$ cat config.mk
export PLATFORM = sky130hd
export DESIGN_NAME = mem_arbiter
export DESIGN_NICKNAME = d
export VERILOG_FILES = /design/src/rtl/mem_arbiter_pkg.sv /design/src/rtl/mem_arbiter_block_word_counter.sv /design/src/rtl/mem_arbiter.sv
export SDC_FILE = /design/constraint.sdc
export NUM_CORES = 1
export LEC_CHECK = 0
export ABC_AREA = 1
export CAP_MARGIN = 20
export CORE_MARGIN = 3
export CORE_UTILIZATION = 41
export CTS_CLUSTER_SIZE = 40
export DETAILED_ROUTE_END_ITERATION = 10
export PLACE_DENSITY_LB_ADDON = 0.25
export SLEW_MARGIN = 25
export SYNTH_ARGS = -nofsm -noshare
export SYNTH_HDL_FRONTEND = slang
export SYNTH_SLANG_ARGS = --single-unit
$ cat constraint.sdc
create_clock -name clk -period 1.7 [get_ports clk]
set_input_delay 0.34 -clock clk [delete_from_list [all_inputs] [get_ports clk]]
set_output_delay 0.34 -clock clk [all_outputs]
set_load 0.02 [all_outputs]
$ cat src/rtl/mem_arbiter_pkg.sv
// rtl/mem_arbiter_pkg.sv - shared constants, state/owner encodings and address helpers for mem_arbiter
package mem_arbiter_pkg;

  localparam int ADDR_W      = 16;
  localparam int DATA_W      = 16;
  localparam int BLOCK_WORDS = 8;
  localparam int CNT_W       = $clog2(BLOCK_WORDS);

  // Byte-offset bits inside one 16-byte cache block
  localparam logic [ADDR_W-1:0] OFFSET_MASK = 16'h000F;

  typedef enum logic [1:0] {
    ST_IDLE  = 2'd0,
    ST_WRITE = 2'd1,
    ST_FILL  = 2'd2
  } state_e;

  typedef enum logic [1:0] {
    OWN_NONE = 2'd0,
    OWN_I    = 2'd1,
    OWN_D    = 2'd2
  } owner_e;

  // Aligned base of the block holding a byte address
  function automatic logic [ADDR_W-1:0] block_base(input logic [ADDR_W-1:0] addr);
    return addr & ~OFFSET_MASK;
  endfunction

  // Byte address of word idx inside the block; the base is aligned, so no carry leaves the block
  function automatic logic [ADDR_W-1:0] block_word_addr(input logic [ADDR_W-1:0] base,
                                                        input logic [CNT_W-1:0]  idx);
    return base + ADDR_W'({idx, 1'b0});
  endfunction

endpackage

$ cat src/rtl/mem_arbiter_block_word_counter.sv
// rtl/mem_arbiter_block_word_counter.sv - word index counter over one cache block with terminal-count flag
module mem_arbiter_block_word_counter
  import mem_arbiter_pkg::*;
(
  input  logic             clk,
  input  logic             rst_n,
  input  logic             clear_i,
  input  logic             en_i,
  output logic [CNT_W-1:0] count_o,
  output logic             wrap_o
);

  logic [CNT_W-1:0] count_q;
  logic [CNT_W-1:0] count_d;

  // Next count: clear wins over enable; wraps naturally after the last word
  always_comb begin
    count_d = count_q;
    if (clear_i) begin
      count_d = '0;
    end else if (en_i) begin
      count_d = count_q + 1'b1;
    end
  end

  // Count register
  always_ff @(posedge clk or negedge rst_n) begin
    if (!rst_n) begin
      count_q <= '0;
    end else begin
      count_q <= count_d;
    end
  end

  assign count_o = count_q;
  // High in the cycle the last word of the block is counted
  assign wrap_o  = en_i & (count_q == CNT_W'(BLOCK_WORDS - 1));

endmodule

$ cat src/rtl/mem_arbiter.sv
// rtl/mem_arbiter.sv - serialises I/D cache misses and D stores onto one multicycle memory
module mem_arbiter
  import mem_arbiter_pkg::*;
(
  input  logic              clk,
  input  logic              rst_n,
  input  logic              i_req,
  input  logic [ADDR_W-1:0] i_addr,
  input  logic              d_req,
  input  logic              d_wr,
  input  logic [ADDR_W-1:0] d_addr,
  input  logic [DATA_W-1:0] d_wdata,
  output logic [DATA_W-1:0] i_data,
  output logic [ADDR_W-1:0] i_word_addr,
  output logic              i_we,
  output logic              i_busy,
  output logic [DATA_W-1:0] d_data,
  output logic [ADDR_W-1:0] d_word_addr,
  output logic              d_we,
  output logic              d_busy,
  output logic              mem_en,
  output logic              mem_wr,
  output logic [ADDR_W-1:0] mem_addr,
  output logic [DATA_W-1:0] mem_wdata,
  input  logic [DATA_W-1:0] mem_rdata,
  input  logic              mem_rvalid
);

  state_e            state_q, state_d;
  owner_e            owner_q, owner_d;
  logic [ADDR_W-1:0] base_q, base_d;
  logic [ADDR_W-1:0] st_addr_q, st_addr_d;
  logic [DATA_W-1:0] st_data_q, st_data_d;
  logic              issue_done_q, issue_done_d;
  // One-cycle markers: the side whose transaction just finished, seen in the following IDLE cycle
  logic              i_done_q, i_done_d;
  logic              d_done_q, d_done_d;

  logic              in_fill;
  logic              issue_en;
  logic              recv_en;
  logic              cnt_clear;
  logic [CNT_W-1:0]  issue_cnt;
  logic [CNT_W-1:0]  recv_cnt;
  logic              issue_wrap;
  logic              recv_wrap;
  logic              i_take;
  logic              d_take;

  assign in_fill   = (state_q == ST_FILL);
  assign issue_en  = in_fill & ~issue_done_q;
  assign recv_en   = in_fill & mem_rvalid;
  assign cnt_clear = ~in_fill;

  // A side that was just served still holds its request for one cycle; ignore it then
  assign i_take = i_req & ~i_done_q;
  assign d_take = d_req & ~d_done_q;

  mem_arbiter_block_word_counter u_issue_cnt (
    .clk     (clk),
    .rst_n   (rst_n),
    .clear_i (cnt_clear),
    .en_i    (issue_en),
    .count_o (issue_cnt),
    .wrap_o  (issue_wrap)
  );

  mem_arbiter_block_word_counter u_recv_cnt (
    .clk     (clk),
    .rst_n   (rst_n),
    .clear_i (cnt_clear),
    .en_i    (recv_en),
    .count_o (recv_cnt),
    .wrap_o  (recv_wrap)
  );

  // State and transaction context registers
  always_ff @(posedge clk or negedge rst_n) begin
    if (!rst_n) begin
      state_q      <= ST_IDLE;
      owner_q      <= OWN_NONE;
      base_q       <= '0;
      st_addr_q    <= '0;
      st_data_q    <= '0;
      issue_done_q <= 1'b0;
      i_done_q     <= 1'b0;
      d_done_q     <= 1'b0;
    end else begin
      state_q      <= state_d;
      owner_q      <= owner_d;
      base_q       <= base_d;
      st_addr_q    <= st_addr_d;
      st_data_q    <= st_data_d;
      issue_done_q <= issue_done_d;
      i_done_q     <= i_done_d;
      d_done_q     <= d_done_d;
    end
  end

  // Arbitration (D beats I) and fill/write sequencing
  always_comb begin
    state_d      = state_q;
    owner_d      = owner_q;
    base_d       = base_q;
    st_addr_d    = st_addr_q;
    st_data_d    = st_data_q;
    issue_done_d = issue_done_q;
    i_done_d     = 1'b0;
    d_done_d     = 1'b0;
    case (state_q)
      ST_IDLE: begin
        if (d_take && d_wr) begin
          state_d   = ST_WRITE;
          owner_d   = OWN_D;
          st_addr_d = d_addr;
          st_data_d = d_wdata;
        end else if (d_take) begin
          state_d      = ST_FILL;
          owner_d      = OWN_D;
          base_d       = block_base(d_addr);
          issue_done_d = 1'b0;
        end else if (i_take) begin
          state_d      = ST_FILL;
          owner_d      = OWN_I;
          base_d       = block_base(i_addr);
          issue_done_d = 1'b0;
        end
      end
      ST_WRITE: begin
        state_d  = ST_IDLE;
        owner_d  = OWN_NONE;
        d_done_d = 1'b1;
      end
      ST_FILL: begin
        if (issue_wrap) begin
          issue_done_d = 1'b1;
        end
        // Reads are in order, so the last returned word closes the fill
        if (recv_wrap) begin
          state_d  = ST_IDLE;
          owner_d  = OWN_NONE;
          i_done_d = (owner_q == OWN_I);
          d_done_d = (owner_q == OWN_D);
        end
      end
      default: begin
        state_d = ST_IDLE;
        owner_d = OWN_NONE;
      end
    endcase
  end

  // Memory strobes, fill write strobes and per-side stalls
  always_comb begin
    mem_en      = 1'b0;
    mem_wr      = 1'b0;
    mem_addr    = '0;
    mem_wdata   = '0;
    i_we        = 1'b0;
    i_data      = '0;
    i_word_addr = '0;
    d_we        = 1'b0;
    d_data      = '0;
    d_word_addr = '0;
    case (state_q)
      ST_WRITE: begin
        mem_en    = 1'b1;
        mem_wr    = 1'b1;
        mem_addr  = st_addr_q;
        mem_wdata = st_data_q;
      end
      ST_FILL: begin
        if (!issue_done_q) begin
          mem_en   = 1'b1;
          mem_addr = block_word_addr(base_q, issue_cnt);
        end
        if (mem_rvalid && owner_q == OWN_I) begin
          i_we        = 1'b1;
          i_data      = mem_rdata;
          i_word_addr = block_word_addr(base_q, recv_cnt);
        end
        if (mem_rvalid && owner_q == OWN_D) begin
          d_we        = 1'b1;
          d_data      = mem_rdata;
          d_word_addr = block_word_addr(base_q, recv_cnt);
        end
      end
      default: begin
      end
    endcase
    // Busy is masked during reset so that every output reads 0 while rst_n is low
    i_busy = rst_n & i_req & ~((state_q == ST_IDLE) & i_done_q);
    d_busy = rst_n & d_req & ~((state_q == ST_IDLE) & d_done_q);
  end

endmodule

-- Word level (Yosys, flattened, before mapping)
Index checks and enable logic that the tools add are counted.
Widths: inputs -> output; s select.
- flip-flop bits (word level): 61
- word-level logic and storage cells: 97
- add/sub/neg operators: 4
- eq/ne operators: 13
- muxes and demuxes: 42
- bitwise logic cells: 18
- reductions and logical operators: 10
- operators by type and width (operator ; number):
    $mux 16 ; 12
    $add 16x4->16 ; 2
    $pmux 16 s2 ; 1
    $mux 2 ; 7
    $mux 1 ; 13
    $and 1x1->1 ; 12
    $mux 3 ; 4
    $ne 2x1->1 const B ; 4
    $pmux 2 s2 ; 2
    $add 3x1->3 const B ; 2
    $eq 3x3->1 const B ; 2
    $not 1->1 ; 6
    $pmux 1 s2 ; 3
    $eq 2x1->1 const B ; 2
    $eq 2x2->1 const B ; 2
    $ne 4x4->1 const B ; 1
    $reduce_and 2->1 ; 2
    $reduce_and 4->1 ; 1
    $reduce_bool 2->1 ; 2
    $logic_and 1x1->1 ; 3
    $ne 3x3->1 const B ; 1
    $reduce_and 3->1 ; 1
    $logic_not 2->1 ; 1
    $ne 2x2->1 const B ; 1

-- Logic depth before layout (Yosys ltp)
Gate-level depths: netlist of the first run.
- depth after elaboration: 6
- depth in mapped cells: 9

-- Cells and area by module
Synthesis of the first run repeated with hierarchy kept, for this count alone.
- cells, all modules: 512
- area, all modules: 3357.0 um^2
- modules (own cells, without submodules) (module ; times used ; cells an instance ; area an instance (um^2) ; sequential area each (um^2)):
    mem_arbiter ; 1 ; 474 ; 3046.7 ; 1276.2
    mem_arbiter_block_word_counter ; 2 ; 19 ; 155.1 ; 75.1

-- Least setup slack after synthesis of the first run
Ideal clock, no wire load.
- path type: register -> output
- start: reg state_q[0]
- end: out d_data[0]
- arrival time: 1.552 ns
- data required time: 1.360 ns
- setup slack: -0.192 ns
- stages on the path, launching flop included: 8
- path buffers: 1
- cells stage by stage: dfrtp_1 inv_1 ha_1 nand2_2 nor2_2 inv_2 buf_6 nor2_2
- cells in the longest elaborated chain, start to end: 2
- RTL lines (element ; RTL line ; source):
    start, declared ; mem_arbiter.sv:29 ; state_e state_q, state_d;
    start signal, assigned ; mem_arbiter.sv:89 ; state_q <= state_d;
    $eq 2x2->1 ; -- ;
    net in_fill ; mem_arbiter.sv:39 ; logic in_fill;
    $mux 16 ; mem_arbiter.sv:165 ; case (state_q)
    end, declared ; mem_arbiter.sv:17 ; output logic [DATA_W-1:0] d_data,
The timed path passes the listed nets, and every way through them passes these cells.

-- Worst setup path after layout of the first run
- start: reg state_q[1]
- end: out mem_addr[10]
- cells in the longest elaborated chain, start to end: 2
- elaborated cells on any way between the ends: 3
- RTL lines (element ; RTL line ; source):
    $eq 2x2->1 or $eq 2x1->1 (tied branches) ; mem_arbiter.sv:165 ;
    $pmux 16 s2 (*) ; mem_arbiter.sv:165 ;
    end, declared ; mem_arbiter.sv:23 ; output logic [ADDR_W-1:0] mem_addr,
Every way passes the cells marked *; elsewhere a longest branch is shown, timed or not.

==> impl_metrics.yaml, run 1 <==
place:
  placement.cell_area_mm2: 0.00565
  gp_congestion: 0.869
  place.port_buffers: 165
  place_hpwl_um: 8530
synthesis:
  sequential_share_of_the_synthesized_area: 0.418
  yosys_warnings: 0
  synth-edff-count: 0
  synth_top_flop_cell: "dfrtp_1"
  yosys.cell_types.count: 25
  netlist_instances: 475
  synthesis_stage_register_bit_count: 57
  post_synth_main_area_contributors: "dfrtp_1 42%, nand2_1 19%, inv_1 8.0%"
  synth_async_sr_flop_share: 1.00
  mappedNetlistArea_mm2: 0.00342
  synthesis.area_per_instance_um2: 7.19
  yosys.area.top_type_share: 0.418
  yosysTopAreaCell: "dfrtp_1"
layout:
  antenna_cells: 0
  drive_above_1_share: 0.393
  post-route-cell-area_mm2: 0.00638
  final_net_count: 761
  area_overhead_of_the_layout_relative_to_synthesis_pct: 86.7
  nFillCells: 479
detailed_routing:
  antenna_violating_nets_post_route: 0
  route.final.wire_length_um: 13000
  num_vias: 3878
  initialDrtViolationCount: 139
  first_pass_iters: 5
  vias_per_cell: 4.90
  post_drt_wl_per_cell_um: 16.4
  route.detailed.drc: 0
timing:
  fin_ws_ns: -0.450
  maxSlewHeadroom: 0.515
  unrepaired_setup_endpoints_after_global_routing: "yes"
  setup_viol: 99
  clock-skew-final_ns: 0.0119
  max_slew.worst_pin.slew_ns: 0.728
  finalWorstPathRequiredPeriod_ns: 2.15
  finalCritPeriodShare: 1.26
  clock.fmax_mhz: 465
  report.final.slew_viol_count: 0
  minimum_hold_slack_ns: 0.251
  hold_viol: 0
worst_setup_path:
  crit_family: "buffers and inverters"
  critical_path.max_stage_delay_ns: 0.39
  critical_path_class: "reg -> out"
  crit_chain: "inv_1 -> ha_4 -> nand2_1 -> buf_4 -> o22ai_1 -> buf_4"
  crit_required_ns: 1.36
  critical-path-slowest-cell: "dfrtp_1"
  worstPathArrival_ns: 1.81
  crit_buf_inv: 3
  critPathLaunchType: "flop"
  worstSetupEndpointType: "primary output"
  path_max_fanout: 6
  cpMostUsedCell: "buf_4"
clocking:
  cts.hold.buffers_added: 0
  worst_path_clk_slew_ns: 0.08
  clock_insertion_delay_worst_skew_ns: 0.35
  numClockSinks: 57
  cts_root_buffer: "clkbuf_8"
  ctsHtreeMaxLevel: 3
  max-clock-path-buffers: 2
  tritoncts.num_buffers: 9
  cts_tree: "yes"
die:
  initial_utilization: 0.433
  count_of_standard_cell_rows: 32
  io_pins: 172
  dieWidth_um: 97.3
  design.die.area_mm2: 0.00946
  core_area_mm2: 0.00789
  die_outline_height_um: 97.3
pwr:
  static_leakage_nw: 3.19
  pwr_density_cell_mw_per_mm2: 1270
  ir_drop_v: 0.000950
  report.power.total_w: 0.00810
outcome:
  status: "finished with violations"
  violations_in_the_final_reports: "setup timing"
global_route:
  number_of_antenna_violations_at_the_first_check_in_global_routing: 0
  first_global_vias: 3932
  overflow: 0
  grt_pass1_wl_um: 19500
  grt_start_max_net_pins: 58
  gr-usage-all-layers: 0.254
min_path:
  worstHoldPathType: "in -> async"
job:
  max_cap_viol_count: 0
==> layout by cell type (no fill, tap or decap), drive strengths merged <==
cell type / instances
a211oi: 1
nand3: 14
dfrtp: 57
o22ai: 9
ha: 7
clkdlybuf4s15: 17
a21oi: 2
o21ai: 32
conb: 2
clkinv: 3
nor2: 67
inv: 81
or2: 1
nand4: 4
clkbuf: 9
bufbuf: 1
bufinv: 2
nand2: 174
clkdlybuf4s50: 64
nor3: 1
buf: 140
clkinvlp: 1
==> stage by stage <==
stage           util  setup TNS [ns]  instances  setup slack, ns
6_report       0.809          -37.00        791           -0.450
5_1_grt        0.809          -44.89        791           -0.519
4_1_cts        0.782          -34.74        790           -0.415
3_5_place_dp   0.716          -53.70        765           -0.658
3_3_place_gp   0.716          -51.31        765           -0.621
2_1_floorplan      -           -1.25        476           -0.112
==> kinds of logic after synthesis <==
| group | synth area share |
|---|---|
| other | 0.00110 |
| DFF | 0.418 |
| adders and majority gates | 0.0256 |
| and+or+nand+nor | 0.336 |
| buffers and inverters | 0.151 |
| AOI/OAI and AO/OA | 0.0685 |
==> power by group <==
part / internal [W] / switching [W] / total, W
registers: 0.00194 / 0.000308 / 0.00225
clock network: 0.000839 / 0.000620 / 0.00146
logic: 0.00185 / 0.00254 / 0.00439
==> cell usage after synthesis (5+ instances only) <==
| cell type | count |
|---|---|
| nand2_1 | 169 |
| inv_1 | 73 |
| dfrtp_1 | 57 |
| nor2_1 | 34 |
| nor2_2 | 29 |
| o21ai_0 | 28 |
| buf_6 | 12 |
| nand3_1 | 11 |
| o22ai_1 | 9 |
| buf_4 | 7 |
| ha_1 | 7 |
| inv_2 | 7 |
| nand2_2 | 5 |
==> flip-flops by register name, summed over array words and instances (netlist names) <==
register and flops:
d_done_q 1, u_recv_cnt.count_o 3, i_done_q 1, base_q 12
st_data_q 16, issue_done_q 1, owner_q 2, state_q 2
st_addr_q 16, u_issue_cnt.count_o 3
==> layout make-up <==
type                            instances  area, um2  share of cell area
Clock buffer                            9        124              0.0194
Multi-Input combinational cell        314       1940               0.304
Inverter                               80        313              0.0490
Clock inverter                          7        103              0.0161
Tap cell                              102        128              0.0200
Timing Repair Buffer                  222       2340               0.368
Sequential cell                        57       1430               0.224
==> layer usage <==
metal,GRT usage,up-vias,share of wire
met3,0.0488,35,0.074
li1,-,1841,-
met5,0,-,0
met1,0.289,1806,0.37
met4,0.109,0,0.030
met2,0.461,196,0.52
==> worst reg2reg max path: stages (launching register included) <==
cell and delay [ns]:
dfrtp_1 0.41, inv_1 0.13, ha_4 0.16, buf_4 0.15, nand4_1 0.18, inv_2 0.16
buf_12 0.16, nand3_1 0.09, nand2_2 0.08
==> final timing paths <==
kind	startpoint	endpoint	slack, ns	cells past startpoint
min in group clk	st_data_q[13]$_DFFE_PN0P_	st_data_q[13]$_DFFE_PN0P_	0.48	2
max in group asynchronous	rst_n	state_q[0]$_DFFE_PN0P_	0.96	2
setup / recovery	state_q[1]$_DFFE_PN0P_	mem_addr[10]	-0.45	6
hold / removal	rst_n	st_addr_q[1]$_DFFE_PN0P_	0.25	2
hold reg to reg	st_data_q[13]$_DFFE_PN0P_	st_data_q[13]$_DFFE_PN0P_	0.48	2
setup reg to reg	state_q[1]$_DFFE_PN0P_	state_q[0]$_DFFE_PN0P_	0.13	8
==> timing repair <==
action                                 in CTS  in global routing
resized for setup                         556                 51
endpoints found under the hold margin       0                  0
setup buffers                               7                  5
pin swaps                                   5                  5
setup endpoints to repair                 100                104
gates cloned                                4                  0
(Power assumes the default switching activity.)
==> inputs of run 2 (changes only) <==
==> constraint.sdc (replaced) <==
create_clock -name clk -period 2.1 [get_ports clk]
set_input_delay 0.42 -clock clk [delete_from_list [all_inputs] [get_ports clk]]
set_output_delay 0.42 -clock clk [all_outputs]
set_load 0.02 [all_outputs]
==> run 2 against run 1 <==
  * The run still ends with setup timing left
  * Utilization is 5.9 points lower
  * Die area stayed put
  * Combinational power is 23% lower
  * Highest routed layer unchanged
==> impl_metrics.yaml, run 2 (synthesized netlist as in run 1, its figures left out) <==
pwr:
  combinational_fraction_of_design_power: 0.552
  pwr_density_cell_mw_per_mm2: 1030
  power_frac_clock: 0.146
  share_seq_of_total_power: 0.302
  ir_drop_v: 0.000583
  intPower_w: 0.00347
  switching_share_of_power: 0.430
  static_leakage_nw: 3.06
  switching_power_w: 0.00261
  report.power.total_w: 0.00608
detailed_routing:
  post_drt_wl_per_cell_um: 15.3
  route.final.wire_length_um: 11800
  num_vias: 3686
  first_pass_iters: 4
  initialDrtViolationCount: 162
  antenna_violating_nets_post_route: 0
  vias_per_cell: 4.76
  route.detailed.drc: 0
timing:
  unrepaired_setup_endpoints_after_global_routing: "yes"
  report.final.slew_viol_count: 0
  maxSlewHeadroom: 0.545
  finalCritPeriodShare: 1.02
  max_slew.worst_pin.slew_ns: 0.683
  fin_ws_ns: -0.0375
  clock.fmax_mhz: 468
  finalWorstPathRequiredPeriod_ns: 2.14
  clock-skew-final_ns: 0.00374
  setup_viol: 12
  tns_ns: -0.137
  minimum_hold_slack_ns: 0.0104
  hold_viol: 0
job:
  max_cap_viol_count: 0
place:
  dp_cells: 750
  detailedPlace.worstSlack_ns: -0.426
  place_hpwl_um: 8080
  place.port_buffers: 165
  gp_congestion: 0.864
global_route:
  overflow: 0
  grt_pass1_wl_um: 17200
  number_of_antenna_violations_at_the_first_check_in_global_routing: 0
  gr-usage-all-layers: 0.222
  first_global_vias: 3512
  grt_start_max_net_pins: 53
min_path:
  worstHoldPathType: "in -> async"
die:
  die_outline_height_um: 97.3
  core_area_mm2: 0.00789
  initial_utilization: 0.433
  count_of_standard_cell_rows: 32
  dieWidth_um: 97.3
  io_pins: 172
  design.die.area_mm2: 0.00946
layout:
  antenna_cells: 0
  layout_commonest_cell: "nand2_1"
  reg_top3: "st_addr_q (16), st_data_q (16), base_q (12)"
  area_overhead_of_the_layout_relative_to_synthesis_pct: 73.1
  final_net_count: 746
  layout_common_cells: "157 x nand2_1, 70 x buf_6, 64 x clkdlybuf4s50_1, 61 x inv_1, 57 x dfrtp_1"
  nFillCells: 585
  drive_above_1_share: 0.390
  stdcell_count: 774
worst_setup_path:
  worstSetupEndpointType: "primary output"
  critPathLaunchType: "flop"
  r2r-start: "state_q[1]$_DFFE_PN0P_"
  worstPathArrival_ns: 1.72
  regToRegEndpoint: "issue_done_q$_DFFE_PN0P_"
  number_of_cells_traversed_by_the_worst_register_to_register_path: 8
  path_max_fanout: 7
  critical_path_class: "reg -> out"
  rrSetupSlack_ns: 0.49
  crit_required_ns: 1.68
outcome:
  violations_in_the_final_reports: "setup timing"
  status: "finished with violations"
clocking:
  worst_path_clk_slew_ns: 0.06
  cts_root_buffer: "clkbuf_8"
  cts.hold.buffers_added: 0
  clock_insertion_delay_worst_skew_ns: 0.32
  numClockSinks: 57
  tritoncts.num_buffers: 9
  cts_tree: "yes"
  max-clock-path-buffers: 2
  ctsHtreeMaxLevel: 3
## run 2: cell count changes in the layout (fill, tap and decap cells not counted), sizes merged
| cell | delta |
|---|---|
| nand2 | +1 |
| clkinv | -3 |
| dlygate4sd2 | +1 |
| clkinvlp | -1 |
| inv | -1 |
| clkdlybuf4s15 | -16 |
| clkbuf | +13 |
| bufinv | -2 |
| buf | -8 |
| bufbuf | -1 |
## run 2: power groups by stage
stage / clock [W] / sequential, W / combinational [W]
after floorplan: 0 / 0.00177 / 0.00170
after global placement: 0 / 0.00180 / 0.00275
after detailed placement: 0 / 0.00182 / 0.00281
after CTS: 0.000905 / 0.00181 / 0.00271
after global routing: 0.000960 / 0.00189 / 0.00366
final: 0.000885 / 0.00184 / 0.00336
## run 2: layout make-up
type | count | area (um2) | share of cell area
repair buffers | 206 | 2100 | 0.354
multi-input cells | 315 | 1800 | 0.304
flip-flops and latches | 57 | 1430 | 0.241
inverters | 80 | 303 | 0.0512
clock buffers | 14 | 163 | 0.0275
well taps | 102 | 128 | 0.0216
## run 2: worst max-delay path by stage
stage	slack [ns]	endpoint	from	depth (start not counted)
finish	-0.04	mem_addr[14]	state_q[0]$_DFFE_PN0P_	8
global route	-0.12	mem_addr[14]	state_q[0]$_DFFE_PN0P_	8
detailed placement	-0.43	d_data[1]	mem_rvalid	7
CTS	-0.25	mem_addr[14]	state_q[1]$_DFFE_PN0P_	6
floorplan	0.13	d_data[0]	state_q[0]$_DFFE_PN0P_	7
global placement	-0.38	d_word_addr[7]	mem_rvalid	7
## run 2: what timing repair did
| action | in CTS | in global routing |
|---|---|---|
| setup endpoints to repair | 100 | 99 |
| setup buffers | 0 | 3 |
| gates cloned | 0 | 7 |
| gates resized for setup | 394 | 258 |
| pin swaps | 0 | 6 |
## run 2: critical path, stage by stage (launching register included)
cell	delay [ns]
dfrtp_1	0.39
inv_2	0.10
ha_4	0.16
inv_2	0.06
nor2_4	0.15
nand2_4	0.10
buf_12	0.15
o22ai_2	0.13
buf_6	0.15
## run 2: metal layers
layer  track usage  share of wire  up-vias
li1              -              -     1802
met5             0              0        -
met2         0.388           0.51      143
met4        0.0628          0.012        0
met1         0.270           0.41     1730
met3        0.0603          0.065       11
## run 2: through the flow
stage	util	cell area, um2
floorplan	-	3420
global placement	0.670	5280
global route	0.750	5910
CTS	0.657	5180
detailed placement	0.670	5280
finish	0.750	5910
==> inputs of run 3 (changes only) <==
--- a/config.mk
+++ b/config.mk
@@ -7,7 +7,7 @@
 export LEC_CHECK = 0
 export ABC_AREA = 1
 export CAP_MARGIN = 20
-export CORE_MARGIN = 3
+export CORE_MARGIN = 5
 export CORE_UTILIZATION = 41
 export CTS_CLUSTER_SIZE = 40
 export DETAILED_ROUTE_END_ITERATION = 10
==> run 3 against run 2 <==
  * The run still ends with setup timing left
  * Clock power increased by 24%
  * Non-clock buffer count increased by 12
  * Critical path depth increased by 1
  * Final cell count increased by 1.9%
  * Sequential share of layout area decreased by 1.1 points
  * Fmax decreased by 5.9%
  * Clock-buffer cell count decreased by 1
  * Highest routed layer unchanged
==> impl_metrics.yaml, run 3 (synthesized netlist as in run 1, its figures left out) <==
layout:
  layout_commonest_cell: "nand2_1"
  antenna_cells: 0
  reg_top3: "st_addr_q (16), st_data_q (16), base_q (12)"
  drive_above_1_share: 0.408
  nFillCells: 587
  final_net_count: 757
  postLayoutCoreUtil: 0.759
  stdcell_count: 789
  layout_common_cells: "167 x nand2_1, 76 x buf_6, 65 x inv_1, 64 x clkdlybuf4s50_1, 57 x dfrtp_1"
  area_overhead_of_the_layout_relative_to_synthesis_pct: 81.7
pwr:
  share_seq_of_total_power: 0.278
  switching_share_of_power: 0.430
  report.power.total_w: 0.00659
  switching_power_w: 0.00283
  power_frac_clock: 0.166
  ir_drop_v: 0.000592
  pwr_density_cell_mw_per_mm2: 1060
  combinational_fraction_of_design_power: 0.556
  static_leakage_nw: 3.15
  intPower_w: 0.00376
worst_setup_path:
  worstPathArrival_ns: 1.85
  cpMostUsedCell: "buf_4"
  regToRegEndpoint: "issue_done_q$_DFFE_PN0P_"
  critPathLaunchType: "flop"
  number_of_cells_traversed_by_the_worst_register_to_register_path: 9
  rrSetupSlack_ns: 0.41
  critical_path_class: "reg -> out"
  worstSetupEndpointType: "primary output"
  path_max_fanout: 12
  critical-path-slowest-cell: "dfrtp_1"
  crit_chain: "buf_6 -> ha_4 -> nand2_4 -> buf_4 -> nor2_4 -> inv_4 -> buf_16 -> nor2_2 -> buf_4"
  timing.critical_path.from: "state_q[1]$_DFFE_PN0P_"
  r2r-start: "state_q[1]$_DFFE_PN0P_"
  crit_required_ns: 1.68
  setup.worst_path.end: "d_word_addr[11]"
  critical_path.max_stage_delay_ns: 0.39
global_route:
  gr-usage-all-layers: 0.222
  grt_pass1_wl_um: 17900
  first_global_vias: 3655
  number_of_antenna_violations_at_the_first_check_in_global_routing: 0
  grt_start_max_net_pins: 52
  overflow: 0
detailed_routing:
  route.final.wire_length_um: 12500
  initialDrtViolationCount: 88
  num_vias: 3762
  route.detailed.drc: 0
  antenna_violating_nets_post_route: 0
  first_pass_iters: 4
  vias_per_cell: 4.77
  post_drt_wl_per_cell_um: 15.8
outcome:
  violations_in_the_final_reports: "setup timing"
  status: "finished with violations"
clocking:
  worst_path_clk_slew_ns: 0.06
  cts_tree: "yes"
  numClockSinks: 57
  max-clock-path-buffers: 2
  clock_insertion_delay_worst_skew_ns: 0.34
  tritoncts.num_buffers: 9
  ctsHtreeMaxLevel: 3
  cts_root_buffer: "clkbuf_8"
place:
  detailedPlace.worstSlack_ns: -0.415
  gp_congestion: 0.773
  place_hpwl_um: 8430
  place.port_buffers: 165
  dp_cells: 757
die:
  core_area_mm2: 0.00818
  count_of_standard_cell_rows: 33
  dieWidth_um: 101
  die_outline_height_um: 101
  initial_utilization: 0.418
  io_pins: 172
  design.die.area_mm2: 0.0103
timing:
  clock.fmax_mhz: 440
  finalWorstPathRequiredPeriod_ns: 2.27
  finalCritPeriodShare: 1.08
  minimum_hold_slack_ns: 0.0478
  maxSlewHeadroom: 0.563
  setup_viol: 69
  hold_viol: 0
  unrepaired_setup_endpoints_after_global_routing: "yes"
  report.final.slew_viol_count: 0
  clock-skew-final_ns: 0.0127
  max_slew.worst_pin.slew_ns: 0.655
  fin_ws_ns: -0.171
job:
  max_cap_viol_count: 0
min_path:
  worstHoldPathType: "in -> async"
run 3: cell count changes in the layout (fill, tap and decap cells not counted), sizes merged:
cell and delta:
clkinv +1, nand2 -1, bufinv +1, buf +12, clkdlybuf4s15 -1
run 3: power by group through the flow:
| stage | clock network [W] | logic (W) | registers [W] |
|---|---|---|---|
| 6_report | 0.00110 | 0.00366 | 0.00183 |
| 5_1_grt | 0.00115 | 0.00395 | 0.00188 |
| 4_1_cts | 0.00110 | 0.00309 | 0.00181 |
| 3_5_place_dp | 0 | 0.00282 | 0.00182 |
| 3_3_place_gp | 0 | 0.00275 | 0.00181 |
| 2_1_floorplan | 0 | 0.00170 | 0.00177 |
run 3: how the worst min path moves through the flow:
stage / to / cells after the start / start / slack (ns)
2_1_floorplan: base_q[10]$_DFFE_PN0P_ / 0 / rst_n / 0.12
3_3_place_gp: i_done_q$_DFF_PN0_ / 2 / rst_n / 0.39
3_5_place_dp: i_done_q$_DFF_PN0_ / 2 / rst_n / 0.39
4_1_cts: u_recv_cnt.count_o[2]$_DFFE_PN0P_ / 2 / rst_n / 0.04
5_1_grt: u_recv_cnt.count_o[0]$_DFFE_PN0P_ / 2 / rst_n / 0.06
6_report: u_recv_cnt.count_o[1]$_DFFE_PN0P_ / 2 / rst_n / 0.05
run 3: metrics by stage:
| stage | area, um2 | setup TNS, ns |
|---|---|---|
| floorplan | 3420 | 0 |
| global placement | 5290 | -26.98 |
| detailed placement | 5290 | -27.89 |
| CTS | 5600 | -2.17 |
| global route | 6210 | -11.48 |
| finish | 6210 | -5.99 |
run 3: layout make-up:
cell class	instances	area [um2]	share of cell area
Timing Repair Buffer	218	2180	0.351
Multi-Input combinational cell	314	1950	0.314
Sequential cell	57	1430	0.230
Inverter	80	313	0.0504
Clock buffer	13	179	0.0288
Tap cell	105	131	0.0212
Clock inverter	2	35.0	0.00565
run 3: worst max-delay path, delay by kind of cell (launching register included):
kind	cells	cell delay (ns)
adders and majority gates	1	0.17
buffers and inverters	5	0.68
DFF	1	0.39
and+or+nand+nor	3	0.28
run 3: routing by layer:
metal	up-vias	part of all wire	GRT usage
met3	19	0.082	0.0482
met1	1759	0.39	0.271
li1	1825	-	-
met4	0	0.018	0.0665
met5	-	0	0
met2	159	0.51	0.390
run 3: timing repair:
| action | CTS | global route |
|---|---|---|
| hold buffers | 0 | 0 |
| pin swaps | 4 | 5 |
| resized for setup | 503 | 187 |
| cloned | 2 | 2 |
| setup buffers | 11 | 3 |
| endpoints found under the setup margin | 100 | 96 |
==> edit 1 (config.mk and constraints of run 3) <==
Put a register stage on the output `d_word_addr`, without a reset. The value now appears one clock later. The other outputs are not delayed to match.
--- a/src/rtl/mem_arbiter.sv
+++ b/src/rtl/mem_arbiter.sv
@@ -28,2 +28,4 @@
 
+  logic [ADDR_W-1:0] d_word_addr_d;
+
   state_e            state_q, state_d;
@@ -163,3 +165,3 @@
     d_data      = '0;
-    d_word_addr = '0;
+    d_word_addr_d = '0;
     case (state_q)
@@ -184,3 +186,3 @@
           d_data      = mem_rdata;
-          d_word_addr = block_word_addr(base_q, recv_cnt);
+          d_word_addr_d = block_word_addr(base_q, recv_cnt);
         end
@@ -195,2 +197,6 @@
 
+  always_ff @(posedge clk) begin
+    d_word_addr <= d_word_addr_d;
+  end
+
 endmodule
Behaviour: not the same (a bounded check fails within 4 cycles, from zero or initial values and one cycle with rst_n low).
==> edit 1 against run 3 <==
  * The run still ends with setup timing left
  * Register-to-register slack is essentially flat
  * Area after synthesis is 5.0% higher
  * Via count shrank 1.0%
  * Sequential cell count is 15 higher
  * Power increased by 2.0%
  * Synthesized cell count grew 3.2%
  * Final area is 0.93% lower
  * Setup slack improved by 110 ps
  * Non-clock buffer count down 18
  * Critical path depth decreased by 1
  * Routed wire length decreased by 3.6%
  * Largest cell class unchanged
==> edit 1: results <==
metrics = {
    "setup_path": {
        "worstPathArrival_ps": 1740,
        "worst-path-max-fanout": 8,
    },
    "timing": {
        "layout_setup_ws_ps": -62.9,
        "fin_skew_ps": 9.87,
        "setup_viol": 46,
        "hold-worst-slack_ps": 270,
        "tightest_slew_ps": 723,
    },
    "detailed_routing": {
        "drt-initial-drc-count": 174,
        "vias": 3724,
        "routed_wl_um": 12100,
    },
    "synthesis": {
        "ys_seq_area_frac": 0.481,
        "avgSynthCellArea_um2": 7.32,
        "async_reset_ff_frac": 0.792,
        "synth_common_cells": "nand2_1, inv_1, nor2_1",
        "yosys-top-cells-area": "dfrtp_1, nand2_1, dfxtp_1",
        "yosysUniqueCellTypes": 27,
    },
    "cells_and_area": {
        "layout.nets": 754,
        "fillers": 685,
        "clkCellAreaFrac": 0.0332,
        "drive_gt1_frac": 0.345,
        "register_area_mm2": 0.00173,
        "post_layout_nonfiller_instances": 790,
        "reg_top3": "st_addr_q (16), st_data_q (16), d_word_addr (15)",
        "seq_cell_count": 72,
        "nonClockBufferCount": 200,
        "multi_input_area_share": 0.286,
        "buffer_area_frac": 0.328,
        "clkbuf_count": 10,
    },
    "placement": {
        "dp_slack_ps": -402,
        "gp_congestion": 0.876,
        "hpwlAfterDp_um": 8420,
        "place_inst": 767,
    },
    "status": {
        "outcome": "finished with violations",
        "violations": "setup timing",
    },
    "cts": {
        "clkTransAtPathRegs_ps": 80,
    },
    "grt": {
        "grt_max_degree": 58,
        "grt_pass1_vias": 3829,
        "antenna_found_initial": 0,
        "grt_first_pass_wirelength_um": 18700,
    },
    "power_and_ir_drop": {
        "seqPwrFrac": 0.324,
        "leakage_uw": 0.00312,
        "powerDensity_mw_per_mm2": 1090,
        "swShare": 0.420,
        "p_comb_frac": 0.511,
        "vdd_drop_max_uv": 612,
    },
}
[edit 1: cell types whose count changed in the layout (fill, tap and decap cells not counted), sizes merged]
cell,before,now
nand2,174,160
buf,144,115
clkbuf,22,14
clkdlybuf4s15,0,1
clkdlybuf4s50,64,79
nand3,14,21
dfxtp,0,15
o21ai,32,46
o22ai,9,2
inv,80,81
clkinvlp,0,3
[edit 1: stage by stage]
stage / TNS, ps / util / cell area [um2]
finish: -1510 / 0.712 / 6150
floorplan: 0 / - / 3590
global route: -5300 / 0.712 / 6150
detailed placement: -23470 / 0.631 / 5450
global placement: -21100 / 0.631 / 5450
CTS: -819 / 0.631 / 5450
[edit 1: path summary, 6_finish.rpt]
| kind | start | to | depth (start not counted) |
|---|---|---|---|
| setup / recovery | state_q[0] | i_data[7] | 8 |
| hold / removal | rst_n | st_addr_q[3] | 2 |
| setup reg to reg | state_q[0] | state_q[0] | 8 |
| hold reg to reg | base_q[11] | base_q[11] | 2 |
| max in group asynchronous | rst_n | state_q[1] | 2 |
| min in group clk | base_q[11] | base_q[11] | 2 |
[edit 1: cell families after synthesis]
family,Yosys count,share of synthesized area
DFF,72,0.481
buffers and inverters,105,0.128
other,1,0.00105
and+or+nand+nor,254,0.293
adders and majority gates,7,0.0244
AOI/OAI and AO/OA,51,0.0725
[edit 1: per-layer routing]
metal,up-vias,wire length (um),global-route usage
met2,155,6110,0.362
met5,-,0,0
li1,1846,-,-
met3,13,905,0.0547
met1,1710,4880,0.255
met4,0,162,0.0600
[edit 1: timing repair]
| action | in CTS | in global routing |
|---|---|---|
| gates cloned | 0 | 5 |
| pin swaps | 0 | 1 |
| hold endpoints to repair | 0 | 0 |
| endpoints found under the setup margin | 85 | 79 |
| resized for setup | 401 | 183 |
| setup buffers | 0 | 3 |
==> edit 2 (flow settings as in run 3) <==
Without the edit above. Set the package constant `ADDR_W` to 17 (it was 16).
--- a/src/rtl/mem_arbiter_pkg.sv
+++ b/src/rtl/mem_arbiter_pkg.sv
@@ -3,3 +3,3 @@
 
-  localparam int ADDR_W      = 16;
+  localparam int ADDR_W      = 17;
   localparam int DATA_W      = 16;
Interface: changed (5 resized); port bits go from 172 to 177. The function was not compared with the original's and may differ.
==> edit 2 against run 3 <==
  * The run still ends with setup timing left
  * Clock skew down 4.9 ps
  * Power up 8.9%
  * Final cell count up 2.4%
  * Synthesized cell count up 2.9%
  * Setup slack worse by 81 ps
  * Area after synthesis down 0.99%
  * Clock power up 12%
  * Final area up 7.2%
  * Routed wire length up 23%
  * Sequential cell count up 2
  * Non-clock buffer count up 2
  * Critical endpoint is now i_word_addr[2]
==> edit 2: results <==
metrics = {
    "power_and_ir_drop": {
        "seq_cell_power_uw": 1920,
        "vdd_drop_max_uv": 644,
        "leakage_uw": 0.00330,
        "p_int_uw": 4000,
        "p_clk_uw": 1230,
        "seqPwrFrac": 0.268,
    },
    "grt": {
        "grt_first_pass_wirelength_um": 20100,
        "grt_max_degree": 40,
        "grtUsageTotal": 0.253,
        "globalRouteMet3Util": 0.0858,
        "met1_usage": 0.293,
        "grt_pass1_vias": 4055,
        "use_met2": 0.425,
    },
    "placement": {
        "dp_slack_ps": -527,
        "place_inst": 772,
        "place_area_mm2": 0.00533,
        "gp_congestion": 0.831,
        "hpwlAfterDp_um": 8420,
        "numPortBuffers": 170,
    },
    "synthesis": {
        "ys_seq_area_frac": 0.437,
        "muxShareOfSynthArea": 0,
        "yosys-top-cells-area": "dfrtp_1, nand2_1, inv_1",
        "synth_compound_area_frac": 0.0770,
        "ys.flop_type": "dfrtp_1",
        "avgSynthCellArea_um2": 6.92,
        "synth_common_cells": "nand2_1, inv_1, nor2_1",
        "synth_fa_ha_area_frac": 0.0259,
    },
    "detailed_routing": {
        "met1_length_um": 5430,
        "vias_per_cell": 5.12,
        "route.met2.wl_um": 7840,
        "post_drt_wl_per_cell_um": 19.0,
        "dr_wl_met3_um": 1310,
        "drt_pass1_iterations": 4,
        "routed_wl_um": 15400,
    },
    "setup_path": {
        "reg2reg_to": "st_addr_q[1]",
        "worst-path-max-fanout": 7,
        "timing.rr.start": "state_q[0]",
        "reg2reg_setup_slack_ps": 430,
        "crit_path_end": "i_word_addr[2]",
        "worstPathArrival_ps": 1930,
    },
    "cells_and_area": {
        "layout.nets": 778,
        "area_delta_synth_final_pct": 96.6,
        "fillers": 469,
        "drive_gt1_frac": 0.393,
        "reg_top3": "st_addr_q (17), st_data_q (16), base_q (13)",
    },
    "timing": {
        "setup_tns_ps": -11660,
        "fin_skew_ps": 7.81,
        "max-slew-margin-rel": 0.651,
        "setup_viol": 84,
        "layout_setup_ws_ps": -252,
        "hold-worst-slack_ps": 125,
    },
    "status": {
        "violations": "setup timing",
        "outcome": "finished with violations",
    },
}
==> edit 2: cell types whose count changed after synthesis, sizes merged, moves of 3 or more <==
cell and change:
o21ai +9, o22ai -3, nand3 +4, buf -5
clkbuf +4
==> edit 2: logic make-up after synthesis <==
kind of cell,count (synthesis)
compound gates,50
fa+ha+maj,7
buf+inv,106
flops,59
other cells,1
simple gates,266
==> edit 2: layout make-up <==
class | count | share of cell area
Clock inverter | 6 | 0.0158
Tap cell | 105 | 0.0198
Clock buffer | 9 | 0.0186
Multi-Input combinational cell | 325 | 0.324
Timing Repair inverter | 2 | 0.00602
Timing Repair Buffer | 220 | 0.345
Sequential cell | 59 | 0.222
Inverter | 82 | 0.0489
==> edit 2: timing repair <==
| item | in CTS | in global routing |
|---|---|---|
| endpoints found under the setup margin | 103 | 89 |
| pin swaps | 3 | 5 |
| cloned | 5 | 0 |
| gates resized for setup | 543 | 226 |
| setup buffers | 10 | 8 |
